===== src/rtl/f_fetch_pc.sv =====
// Fetch-stage PC and IF/ID register for the 5-stage MIPS core.
// Drives the instruction-memory handshake and applies branch/jump redirects, optionally with a delay slot.
module f_fetch_pc #(
  parameter logic [31:0] RESET_PC   = 32'hBFC0_0000,
  parameter bit          DELAY_SLOT = 1'b1
) (
  input  logic        i_clk,
  input  logic        i_rst,
  input  logic        i_stall,
  input  logic        i_con_ifbranch,
  input  logic        i_con_jump,
  input  logic [31:0] i_branch_target,
  input  logic [31:0] i_jump_target,
  output logic        o_imem_req,
  output logic [31:0] o_imem_addr,
  input  logic        i_imem_ready,
  input  logic [31:0] i_imem_rdata,
  output logic [31:0] o_pc,
  output logic [31:0] o_instr_d,
  output logic [31:0] o_pc4_d,
  output logic        o_valid_d
);

  typedef enum logic {FETCH, HOLD} state_t;

  state_t      state;
  logic [31:0] pc;
  logic [31:0] pc4;
  logic [31:0] hold_instr;
  logic [31:0] pend_tgt;
  logic        pend;
  logic [31:0] redir_tgt;
  logic [31:0] next_pc;
  logic [31:0] dlv_instr;
  logic        redirect;
  logic        deliver;

  function automatic logic [31:0] word_align(input logic [31:0] a);
    return {a[31:2], 2'b00};
  endfunction

  assign pc4       = pc + 32'd4;
  assign redir_tgt = word_align(i_con_jump ? i_jump_target : i_branch_target);
  assign redirect  = !i_stall && o_valid_d && (i_con_jump || i_con_ifbranch);
  assign deliver   = !i_stall && ((state == HOLD) || ((state == FETCH) && i_imem_ready));
  assign dlv_instr = (state == HOLD) ? hold_instr : i_imem_rdata;
  assign next_pc   = pend ? pend_tgt : pc4;

  assign o_imem_req  = (state == FETCH) && !i_rst;
  assign o_imem_addr = pc;
  assign o_pc        = pc;

  always_ff @(posedge i_clk or posedge i_rst) begin
    if (i_rst) begin
      state      <= FETCH;
      pc         <= RESET_PC;
      hold_instr <= 32'd0;
      pend       <= 1'b0;
      pend_tgt   <= 32'd0;
      o_instr_d  <= 32'd0;
      o_pc4_d    <= 32'd0;
      o_valid_d  <= 1'b0;
    end else if (!DELAY_SLOT && redirect) begin
      // No delay slot: squash whatever is held or returning and restart at the target
      pc        <= redir_tgt;
      o_valid_d <= 1'b0;
      pend      <= 1'b0;
      state     <= FETCH;
    end else if (deliver) begin
      o_instr_d <= dlv_instr;
      o_pc4_d   <= pc4;
      o_valid_d <= 1'b1;
      pend      <= 1'b0;
      state     <= FETCH;
      pc        <= redirect ? redir_tgt : next_pc;
    end else begin
      // A redirect reaching here means the delay slot has not returned yet
      if (redirect) begin
        pend     <= 1'b1;
        pend_tgt <= redir_tgt;
      end
      if (!i_stall) begin
        o_valid_d <= 1'b0;
      end else if ((state == FETCH) && i_imem_ready) begin
        hold_instr <= i_imem_rdata;
        state      <= HOLD;
      end
    end
  end

endmodule


===== config.mk =====
export PLATFORM = sky130hd
export DESIGN_NAME = f_fetch_pc
export DESIGN_NICKNAME = d
export VERILOG_FILES = /design/src/rtl/f_fetch_pc.sv
export SDC_FILE = /design/constraint.sdc
export NUM_CORES = 1
export LEC_CHECK = 0
export BUFFER_PORTS_ARGS = -buffer_cell sky130_fd_sc_hd__buf_2
export CAP_MARGIN = 20
export CELL_PAD_IN_SITES_DETAIL_PLACEMENT = 1
export CELL_PAD_IN_SITES_GLOBAL_PLACEMENT = 1
export CORE_UTILIZATION = 35
export CTS_CLUSTER_SIZE = 30
export DETAILED_ROUTE_END_ITERATION = 6
export PLACE_DENSITY_LB_ADDON = 0.15
export SETUP_SLACK_MARGIN = 0.5
export SYNTH_ARGS = -nofsm -noshare
export SYNTH_HDL_FRONTEND = slang
export SYNTH_SLANG_ARGS = --single-unit

===== constraint.sdc =====
create_clock -name i_clk -period 5.3 [get_ports i_clk]
set_clock_uncertainty 0.2 [all_clocks]
set_input_delay 0.795 -clock i_clk [delete_from_list [all_inputs] [get_ports i_clk]]
set_output_delay 0.795 -clock i_clk [all_outputs]
set_load 0.01 [all_outputs]

==> run summary <==
run status = finished, final reports clean
EDFF count, synth = 0
Power Total = 0.00431 W
post-synthesis sequential area ratio = 49.2%
n_diodes = 0
Setup Total Neg Slack = 0 ns
worst slew pin tran = 0.931 ns
Startpoint Class = input port
top-area cell type share of the netlist area = 46.3%
Synth Flop Type = dfrtp_1
Core Area = 0.0222 mm2
Setup CP Type = input port to flop
delay-heaviest family, CP = simple AND/OR/NAND/NOR gates
static leakage = 4.52 nW
critical path's largest stage delay = 0.83 ns
synthesized area = 0.00801 mm2
Int Pwr = 0.00279 W
DRT antenna net count = 0
Global Route Usage Sum = 20.3%
sequential power share = 42.8%
clock power share = 29.4%
Yosys cell types = 53
CTS Buf Count = 17
Hold Path Class = flop to flop
top cells by area, synth = dfrtp_1, mux2i_1, mux2_2
DR iter-0 viols = 335
#FFs+latches synth = 157
root buf cell = clkbuf_16
clock buffer depth = 2
post-synthesis mux area share = 13.1%
antenna violations before repair = 0
simple-gate area share of the yosys netlist = 13.0%
Fill cells = 2563
Residual DRC = 0
Final #Nets = 1074
Post-CTS Resized = 0
fraction of layout instances using a drive strength above 1 = 33.7%
WP data arrival = 3.60 ns
leading area contributor after synthesis = dfrtp_1
DRT Pass-1 Iters = 4
CP required = 5.44 ns
clock edge transition at the registers on the reported setup and hold paths = 0.07 ns
Final period util = 65.1%
CP Capture Type = flop
Synth Area in Adders = 0.156%
most frequent cells after synthesis = dfrtp_1, nand2_1, o21ai_0
PD cells = 443 mW/mm2
Syn Inst Count = 801
Die Area = 0.0235 mm2
critical path cell sequence = buf_2 > nand2b_1 > or2_2 > nor3_4 > buf_4 > nor2_1 > a21oi_1
asr flop ratio synth = 100%
worst-path fanout max = 32
clock sink count = 157
CTS Hold Bufs = 0
largest family of logic cells by synthesized area = compound AO/OA/AOI/OAI gates
max_cap viols = 0
Comb pwr share = 27.8%
CP max-delay cell = nor3_4
I/O pins = 232
DR vias/cell = 5.12
fmax = 0.290 GHz
Avg WL per Cell = 18.2 um
largest net degree at the start of global routing = 118
gpl congestion = 0.763
Psw = 0.00152 W
Detailed Route WL = 23000 um
IO Port Bufs = 221
Post-CTS Setup Inserts = 0
total number of vias = 6474
final slew viol count = 0
Initial Util = 36.1%
synth warn = 0
slew margin rel. = 37.8%
post-layout minimum cycle time = 3.45 ns
dpl hpwl = 15700 um
number of global-route vias before repair = 6804
first-pass GRT wire length = 37600 um
most frequent cell after synthesis = dfrtp_1
CTS tree = done
FP Rows = 54
RSZ-0062 raised after global routing = no
chip width = 153 um
Clock H-tree levels = 4
switch share = 35.2%
total grt overflow = 0
area grow syn2layout = 21.4%
complex-gate fraction of the synthesized area = 14.8%
WP buf/inv = 2
syn_area_per_cell = 10.0 um2
Post-Synth XOR/XNOR Area = 2.95%
latest clock arrival within the worst-skew pair = 0.42 ns
worst vdd ir = 210 uV
Die Ht = 153 um
Final Hold Fails = 0
final setup fails = 0
per-stage QoR:
stage | setup WS [ns] | utilization [%] | instance area [um2] | std cells | hold slack, ns
2_1_floorplan | 2.33 | - | 8030 | 806 | 0.272
3_3_place_gp | 1.48 | 41.1 | 9110 | 1231 | 0.255
3_5_place_dp | 1.43 | 41.1 | 9110 | 1231 | 0.265
4_1_cts | 1.86 | 43.8 | 9710 | 1263 | 0.281
5_1_grt | 1.64 | 43.9 | 9720 | 1264 | 0.309
6_report | 1.85 | 43.9 | 9720 | 1264 | 0.274
tightest hold or removal path, stage by stage (launching register included):
cell and delay (ns):
dfrtp_1 0.34, nand2_1 0.05, nand2_1 0.06
power by group through the flow:
stage / combinational (W) / sequential, W / clock [W]
2_1_floorplan: 0.000754 / 0.00188 / 0
3_3_place_gp: 0.00118 / 0.00186 / 0
3_5_place_dp: 0.00121 / 0.00187 / 0
4_1_cts: 0.00122 / 0.00185 / 0.00129
5_1_grt: 0.00133 / 0.00191 / 0.00134
6_report: 0.00120 / 0.00184 / 0.00127
kinds of logic after synthesis:
kind of cell,after synthesis
compound gates,196
xor+xnor,27
fa+ha+maj,1
buf+inv,101
flops,157
mux,99
other cells,1
simple gates,219
layout make-up:
| class | count | area [um2] | share of cell area [%] |
|---|---|---|---|
| timing repair buffer | 235 | 1240 | 12.8 |
| multi-input combinational | 548 | 3540 | 36.4 |
| inverter | 12 | 48.8 | 0.502 |
| sequential | 157 | 3940 | 40.5 |
| tap | 280 | 350 | 3.60 |
| clock buffer | 19 | 443 | 4.56 |
| clock inverter | 13 | 156 | 1.61 |
metal layers:
layer | share of wire (%) | GRT usage, %
met5 | 0 | 0
met2 | 47 | 33.2
met1 | 46 | 26.6
met3 | 6.0 | 5.16
met4 | 1.4 | 5.63
flip-flops by register name (all words and copies together) (netlist names):
register,count
o_pc4_d,30
o_valid_d,1
o_imem_addr,30
state,1
o_instr_d,32
pend_tgt,30
hold_instr,32
pend,1
path summary, 6_finish.rpt:
| check | depth (start not counted) | from | slack (ns) | endpoint |
|---|---|---|---|---|
| worst max-delay path | 7 | i_stall | 1.85 | pend_tgt[27]$_DFFE_PP0P_ |
| worst min-delay path | 2 | o_pc4_d[3]$_DFFE_PP0P_ | 0.27 | o_pc4_d[3]$_DFFE_PP0P_ |
| worst max register to register | 6 | o_valid_d$_DFFE_PP0P_ | 2.07 | pend_tgt[27]$_DFFE_PP0P_ |
| worst min register to register | 2 | o_pc4_d[3]$_DFFE_PP0P_ | 0.27 | o_pc4_d[3]$_DFFE_PP0P_ |
| max in group asynchronous | 3 | i_rst | 3.44 | state$_DFFE_PP0P_ |
| min in group asynchronous | 2 | i_rst | 0.34 | hold_instr[4]$_DFFE_PP0P_ |
layout by cell type, fill, tap and decap left out, types with 3 or more instances in the layout:
master,count
a211o_1,3
a211oi_1,5
a21oi_1,48
a221oi_1,3
a22o_1,4
a31oi_1,11
and3_1,12
and4_1,4
buf_2,221
buf_4,11
clkbuf_16,17
clkinv_4,4
conb_1,6
dfrtp_1,147
dfstp_2,9
inv_1,11
inv_6,3
mux2_2,44
mux2i_1,55
nand2_1,89
nand2b_1,4
nand3_1,10
nand4_1,7
nor2_1,60
nor2b_1,4
nor3_1,13
nor4_1,3
o21ai_0,78
o22ai_1,8
o2bb2ai_1,5
o31a_1,10
o31ai_1,5
o32a_1,4
or2_2,3
xnor2_1,20
xor2_1,7
Note: power is estimated with default switching activity, not from simulation.
